<file path="src/rtl/hilo_sequencer.sv">
// HI/LO register sequencer for an iterative multiplier: runs MULTU for MUL_CYCLES cycles, latches the product, serves MFHI/MFLO reads.
// Optional MTHI/MTLO writes are enabled by defining HILO_MOVE_TO_EN.
module hilo_sequencer #(
  parameter int unsigned MUL_CYCLES = 32,
  parameter logic [5:0]  MULTU      = 6'b011001,
  parameter logic [5:0]  MFHI       = 6'b010000,
  parameter logic [5:0]  MFLO       = 6'b010010,
  parameter logic [5:0]  MTHI       = 6'b010001,
  parameter logic [5:0]  MTLO       = 6'b010011
) (
  input  logic        clk,
  input  logic        reset,
  input  logic [5:0]  Signal,
  input  logic [63:0] prodIn,
  input  logic [31:0] dataIn,
  output logic        mulReset,
  output logic        busy,
  output logic        done,
  output logic [31:0] dataOut
);

  localparam int unsigned CW = $clog2(MUL_CYCLES) + 1;

  typedef enum logic [1:0] {
    IDLE,
    RUN,
    LATCH
  } state_t;

  state_t        state, state_nxt;
  logic [CW-1:0] cnt, cnt_nxt;
  logic [31:0]   hi, lo;

`ifndef HILO_MOVE_TO_EN
  logic unused_datain;
  assign unused_datain = ^dataIn;
`endif

  always_comb begin
    state_nxt = state;
    cnt_nxt   = cnt;
    case (state)
      IDLE: begin
        if (Signal == MULTU) begin
          state_nxt = RUN;
          cnt_nxt   = '0;
        end
      end
      RUN: begin
        cnt_nxt = cnt + CW'(1);
        if (cnt == CW'(MUL_CYCLES - 1)) state_nxt = LATCH;
      end
      LATCH:   state_nxt = IDLE;
      default: state_nxt = IDLE;
    endcase
  end

  // The multiplier is held clear everywhere except while it accumulates.
  always_comb begin
    mulReset = (state != RUN);
    busy     = (state == RUN) || (state == LATCH);
    done     = (state == LATCH);
  end

  always_ff @(posedge clk) begin
    if (!reset) begin
      state   <= IDLE;
      cnt     <= '0;
      hi      <= '0;
      lo      <= '0;
      dataOut <= '0;
    end else begin
      state <= state_nxt;
      cnt   <= cnt_nxt;
      if (state == LATCH) begin
        hi <= prodIn[63:32];
        lo <= prodIn[31:0];
      end
`ifdef HILO_MOVE_TO_EN
      else if (state == IDLE && Signal == MTHI) hi <= dataIn;
      else if (state == IDLE && Signal == MTLO) lo <= dataIn;
`endif
      // Reads see the register value before any update at this edge.
      if (Signal == MFHI)      dataOut <= hi;
      else if (Signal == MFLO) dataOut <= lo;
    end
  end

endmodule

</file>
<file path="config.mk">
export PLATFORM = sky130hd
export DESIGN_NAME = hilo_sequencer
export DESIGN_NICKNAME = d
export VERILOG_FILES = /design/src/rtl/hilo_sequencer.sv
export SDC_FILE = /design/constraint.sdc
export NUM_CORES = 1
export LEC_CHECK = 0
export CORE_ASPECT_RATIO = 0.8
export CORE_MARGIN = 2
export CORE_UTILIZATION = 42
export CTS_BUF_LIST = sky130_fd_sc_hd__clkbuf_16
export DETAILED_ROUTE_END_ITERATION = 8
export GPL_TIMING_DRIVEN = 0
export PLACE_DENSITY = 0.77
export SLEW_MARGIN = 20
export SYNTH_ARGS = -nofsm -noshare
export SYNTH_HDL_FRONTEND = slang
export SYNTH_SLANG_ARGS = --single-unit
</file>
<file path="constraint.sdc">
create_clock -name clk -period 1.6 [get_ports clk]
set_clock_uncertainty 0.2 [all_clocks]
set_input_delay 0.16 -clock clk [delete_from_list [all_inputs] [get_ports clk]]
set_output_delay 0.16 -clock clk [all_outputs]
set_load 0.05 [all_outputs]
</file>
==> impl_results.md, run 1 <==
* Hold Crit Endpoint: dataOut[3]
* Fmax achieved at about 0.6 GHz
* Hold path depth at 4
* RSZ-0062 raised after global routing: yes
* Sequential Area at 0.00209 mm^2
* Num CTS Buffers at 9
* CTS tree: built
* # clock sinks at 104
* Vias in the first global route at about 3400
* HPWL Detailed at 7390 um
* Initial antenna violation count at 0
* First-pass GRT wire length at 17200 um
* Share of cells above drive strength 1 at 0.135
* Ports at 139
* Rows at 33
* Post-synthesis cell count at 410
* Die ar. at 0.0112 mm^2
* TritonRoute pass-1 iters at 4
* Post-DRT Antenna Nets at 0
* YS warnings at 0
* Initial core utilization at 0.428
* Yosys top cell area share at 0.479
* DR vias/cell at 4.95
* Vias at 3367
* Static Leakage at 2.62 nW
* Reg clk slew, reported paths at 0.07 ns
* Post-synth net total at 518
* Fillers at between 800 and 900
* Failing checks: setup timing
* Final setup violation count at 2
* Largest buffer count on any clock path at 2
* First-iteration detailed-routing DRC count at 150
* Setup WS post-layout at -0.0499 ns
* P per Cell Area at 1040 mW/mm^2
* Chip width at 118 um
* Pin count of the biggest net entering global routing at 18
* RD Place Congestion at between 0.8 and 0.9
* Launching point of the worst reg2reg path: cnt[0]
* Area delta synth->final at 41.9%
* Minimum clock period at 1.65 ns
* Slew Limit Fails at 0
* Max_cap viols at 0
* R2R Path End: state[0]
* Worst Hold Class: primary input to flip-flop
* Post-synth EDFFs at 0
* CTS root buf: clkbuf_16
* Req. time, crit path at 1.24 ns
* Worst hold start: Signal[1]
* Status: finished, violations left
* Kind of critical path: flip-flop to output pin
* Diode count at 0
* Core area at 0.0102 mm^2
* Global-route usage over all layers at 0.197
* CP Capture Type: output pin
* Multi-input combinational cell area at around 0.0022 mm^2
* Leading area contributor after synthesis: dfxtp_1
* Least-Margin Pin Slew at 0.595 ns
* Top area cells in the synthesized netlist: dfxtp_1, mux2i_1, nor2b_1
* Final WL at approximately 11000 um
* Cell Area, Synth at around 0.0043 mm^2
* CP startpoint kind: flip-flop
* Data arrival, critical path at roughly 1.3 ns
* Fin util at 0.607
* CP Max Fanout at 5
* Drt wl/cell at 16.1 um
* IO Port Bufs at 105
* Number of H-tree branching levels at 3
* Worst slew margin at 0.600
* Fin Setup TNS at -0.0681 ns
* Final nets at 643
* Period utilization at 1.03
* Netlist cell types at 29
* Die H at 95.0 um
* Overflow after GRT at 0
* FF-to-FF setup slack at -0.02 ns
* Syn Area/Cell at 10.6 um^2
* Worst-case reg-to-reg path depth at 5
* Post-synthesis sequential area ratio at 0.479
* Peak supply drop at 0.000573 V
* DRC viols at 0
* Worst-Skew Late Latency at around 0.34 ns
* Top FF cell, synth: dfxtp_1
* Synth async-reset ratio at 0
* Final hold vios at 0
* #FFs+latches synth at 104
==> timing repair <==
item                       CTS  global route
resized for setup           81            57
setup endpoints to repair  134           117
cloned                       2             0
pin swaps                    3             1
hold buffers                 0             0
setup buffers                5             3
==> per-stage QoR <==
stage / hold slack (ns) / worst slack, ns / instances / cell area, um^2 / total power, mW
floorplan: 0.129 / -0.119 / 410 / 4430 / 3.54
global placement: 0.280 / -0.861 / 655 / 5660 / 3.89
detailed placement: 0.287 / -0.862 / 655 / 5660 / 3.91
CTS: 0.230 / -0.138 / 678 / 6110 / 6.44
global route: 0.246 / -0.0851 / 680 / 6170 / 6.67
finish: 0.233 / -0.0499 / 680 / 6170 / 6.44
==> state kept, by name, indices dropped and copies added (netlist names) <==
signal,count
hi,32
cnt,6
state,2
lo,32
dataOut,32
==> cell usage after synthesis (3+ instances only) <==
cell type / n
dfxtp_1: 104
mux2i_1: 96
nor2b_1: 65
nand2_1: 38
o211a_1: 32
clkbuf_1: 16
buf_2: 14
nor2_1: 5
ha_1: 4
nand3_1: 4
o21ai_0: 4
inv_1: 3
nand4_1: 3
==> cell families (layout without fill, tap and decap cells) <==
family          count (synthesis)  after routing  share of synthesized area
flops                         104            104                      0.479
simple gates                  127            127                      0.160
buf+inv                        33            163                     0.0325
compound gates                 46             46                     0.0953
mux                            96             96                      0.221
fa+ha+maj                       4              4                     0.0115
==> metal layers <==
metal,track usage,part of all wire
met1,0.253,0.48
met2,0.326,0.47
met4,0.0663,0.011
met3,0.0519,0.041
met5,0,0
==> worst max-delay path: stages (launching register included) <==
cell and delay (ns):
dfxtp_2 0.36, buf_4 0.12, ha_4 0.17, clkinvlp_4 0.13, buf_8 0.17
==> cell type report <==
class / instances / area share
Clock buffer: 9 / 0.0365
Clock inverter: 7 / 0.0193
Tap cell: 140 / 0.0284
Sequential cell: 104 / 0.338
Multi-Input combinational cell: 273 / 0.355
Buffer: 29 / 0.0388
Timing Repair Buffer: 115 / 0.181
Inverter: 3 / 0.00284
==> worst max path at each step <==
stage                    from  depth (start not counted)    endpoint
finish               state[0]                          4    mulReset
global route         state[0]                          4    mulReset
CTS                  state[0]                          5    mulReset
detailed placement  Signal[4]                          6  dataOut[8]
global placement    Signal[4]                          6  dataOut[8]
floorplan            state[1]                          6      cnt[2]
==> power by group <==
| part | internal, mW | total (mW) | switching (mW) | leakage, nW |
|---|---|---|---|---|
| Combinational | 0.574 | 1.09 | 0.518 | 1.61 |
| Clock | 1.53 | 2.53 | 0.993 | 0.162 |
| Sequential | 2.74 | 2.82 | 0.0829 | 0.843 |
| Total | 4.85 | 6.44 | 1.59 | 2.62 |
==> layout by cell type, fill, tap and decap left out, drive strengths merged, types with 3 or more instances in the layout <==
master,netlist,routed
dfxtp,104,104
mux2i,96,96
nor2b,65,65
clkdlybuf4s50,0,65
nand2,38,38
clkbuf,16,36
o211a,32,32
buf,14,24
clkdlybuf4s15,0,23
nor2,5,5
dlygate4sd2,0,5
nand3,4,4
o21ai,4,4
ha,4,4
clkinvlp,0,3
nand4,3,3
bufinv,0,3
inv,3,3
Power figures use the tool's default switching activity.
==> run 2, diff against run 1 <==
- CORE_ASPECT_RATIO: 0.8 -> 1.1
- MAX_ROUTING_LAYER: not set -> met4
==> run 2 against run 1 <==
  * The run now ends clean
  * Clock power fell by 21%
  * Final cell count is 2.4% lower
  * Sequential cell count did not move
  * Setup slack improved by 0.078 ns
  * Combinational power increased by 4%
  * Global-route usage down 0.31 points
  * Worst hold slack worse by 0.10 ns
  * Sequential power hardly changed
  * Die area about the same
  * Via count is 0.95% lower
  * Highest routed layer unchanged
==> impl_results.md, run 2 (synthesized netlist as in run 1, its figures left out) <==
* Status: completed
* Slew Limit Fails at 0 (unchanged)
* Post-DRT Antenna Nets at 0 (unchanged)
* RD Place Congestion at 0.865 (+7.5%)
* CP Max Fanout at 2 (-3)
* Die H at 111 um (+17%)
* CTS root buf: clkbuf_16
* Fin util at 0.615 (+0.00824)
* Worst path cell trace: dlygate4sd2_1
* Area delta synth->final at 41.4%
* Core area at 0.00998 mm^2 (-1.7%)
* Initial core utilization at 0.435 (+0.00740)
* Minimum clock period at 1.57 ns (-0.0776 ns)
* CP Capture Type: output pin
* Least-Margin Pin Slew at 0.582 ns (-0.0127 ns)
* Final total power at 5.95 mW (-7.5%)
* Drt wl/cell at 15.8 um (-2.2%)
* Placed Area at 0.00563 mm^2 (-0.44%)
* Data arrival, critical path at 1.21 ns (-0.08 ns)
* Rows at 38 (+15%)
* Worst Hold Class: primary input to flip-flop
* Most frequent cells in the layout: dfxtp_1, mux2i_1, nor2b_1, clkdlybuf4s50_1, nand2_1
* Share of cells above drive strength 1 at 0.136 (+0.000844)
* Fmax achieved at 0.636 GHz (+4.9%)
* Diode count at 0 (unchanged)
* Cell count after placement at 635 (-3.1%)
* Vias at 3335 (-0.95%)
* Initial antenna violation count at 0 (unchanged)
* Sw Ratio at 0.259 (+0.0116)
* Final hold vios at 0 (unchanged)
* Final non-filler cell total at 664 (-2.4%)
* P per Cell Area at 969 mW/mm^2 (-7.2%)
* Global-route usage over all layers at 0.194 (-0.00311)
* Vias in the first global route at 3351 (-1.7%)
* RSZ-0062 raised after global routing: yes
* Logic gate share of total power at 0.190 (+0.020)
* Req. time, crit path at 1.24 ns (about the same)
* Die ar. at 0.0112 mm^2 (about the same)
* DR vias/cell at 5.02 (+1.4%)
* Cts hold-fix bufs at 0 (unchanged)
* Static Leakage at 2.66 nW (+1.6%)
* Final WL at 10500 um (-4.5%)
* CP startpoint kind: flip-flop
* CTS tree: built
* Ports at 139 (unchanged)
* Largest buffer count on any clock path at 2 (unchanged)
* Final setup violation count at 0 (-2)
* Internal at 4.41 mW (-9.0%)
* Final Cell Area at 0.00614 mm^2 (-0.37%)
* Worst slew margin at 0.609 (+0.00856)
* CP peak stage delay at 0.55 ns (+0.19 ns)
* Regs by FF count: dataOut (32), hi (32), lo (32)
* HPWL Detailed at 7430 um (+0.62%)
* IO Port Bufs at 105 (unchanged)
* Worst-Skew Late Latency at 0.34 ns (about the same)
* Clk network pwr share at 0.337 (-0.055)
* Most common cell after layout, fill and taps aside: dfxtp_1
* First-pass GRT wire length at 16600 um (-3.4%)
* Final nets at 647 (+0.62%)
* Post-Place Worst Slack at -0.892 ns (-0.0297 ns)
* Top delay family on crit path: buffers and inverters
* Chip width at 101 um (-14%)
* # clock sinks at 104 (unchanged)
* TritonRoute pass-1 iters at 4 (unchanged)
* Number of H-tree branching levels at 3 (unchanged)
* Setup WS post-layout at 0.0277 ns (+0.0776 ns)
* Fillers at 826 (-6.2%)
* First-iteration detailed-routing DRC count at 60 (-60%)
* Peak supply drop at 0.000492 V (-14%)
* Num CTS Buffers at 9 (unchanged)
* Kind of critical path: flip-flop to output pin
* Reg power frac at 0.473 (+0.035)
* Reg clk slew, reported paths at 0.06 ns (about the same)
* Pin count of the biggest net entering global routing at 18 (unchanged)
* DRC viols at 0 (unchanged)
* Slowest CP cell: dlygate4sd2_1
* Max_cap viols at 0 (unchanged)
* Overflow after GRT at 0 (unchanged)
* WP buf/inv at 1 (-2)
* Period utilization at 0.983 (-0.0485)
* Net switching power figure at 1.54 mW (-3.2%)
## run 2: changes by cell type in the layout (fill, tap and decap cells not counted), sizes merged
cell | before | now
bufinv | 3 | 0
clkbuf | 36 | 34
inv | 3 | 5
clkinv | 1 | 3
clkdlybuf4s15 | 23 | 16
buf | 24 | 30
dlygate4sd2 | 5 | 12
clkinvlp | 3 | 2
## run 2: final timing paths
kind	startpoint	to	slack (ns)	cells after the start
setup / recovery	dataOut[24]	dataOut[24]	0.03	1
hold / removal	Signal[5]	state[0]	0.13	5
setup reg to reg	state[0]	cnt[2]	0.03	5
hold reg to reg	dataOut[12]	dataOut[12]	0.30	1
## run 2: power groups by stage
stage | combinational [mW] | clock [mW] | sequential (mW)
after floorplan | 0.629 | 0 | 2.91
after global placement | 1.01 | 0 | 2.87
after detailed placement | 1.03 | 0 | 2.88
after CTS | 1.05 | 2.05 | 2.81
after global routing | 1.21 | 2.16 | 2.83
final | 1.13 | 2.01 | 2.82
## run 2: timing repair
action / 4_1_cts / 5_1_grt
gates cloned: 2 / 1
resized for setup: 83 / 55
pin swaps: 6 / 4
setup buffers: 8 / 4
endpoints found under the setup margin: 107 / 72
## run 2: worst reg2reg max path, delay by kind of cell, from the launching register on
family | cells | cell delay [ns]
buf+inv | 1 | 0.05
flops | 1 | 0.38
simple gates | 1 | 0.48
fa+ha+maj | 1 | 0.15
compound gates | 2 | 0.24
## run 2: area by class of cell
type / instances / area [um^2] / area share
inverters: 3 / 20.0 / 0.00326
flip-flops and latches: 104 / 2090 / 0.340
well taps: 120 / 150 / 0.0244
clock buffers: 9 / 225 / 0.0367
clock inverters: 7 / 46.3 / 0.00754
multi-input cells: 273 / 2170 / 0.354
repair buffers: 119 / 1170 / 0.191
plain buffers: 29 / 272 / 0.0442
## run 2: per-layer routing
| layer | share of wire | GRT usage |
|---|---|---|
| met4 | 0.012 | 0.0568 |
| met3 | 0.043 | 0.0366 |
| met5 | 0 | - |
| met1 | 0.46 | 0.244 |
| met2 | 0.49 | 0.318 |
## run 2: metrics by stage
step | setup TNS (ns) | hold slack [ns]
floorplan | -0.206 | 0.129
global placement | -53.18 | 0.283
detailed placement | -53.45 | 0.286
CTS | -0.136 | 0.212
global route | -0.109 | 0.158
finish | 0 | 0.132
==> run 3, diff against run 2 <==
- TNS_END_PERCENT: not set -> 100
==> results of run 3 <==
The final DEF is identical to that of run 2; final timing and power are the same.
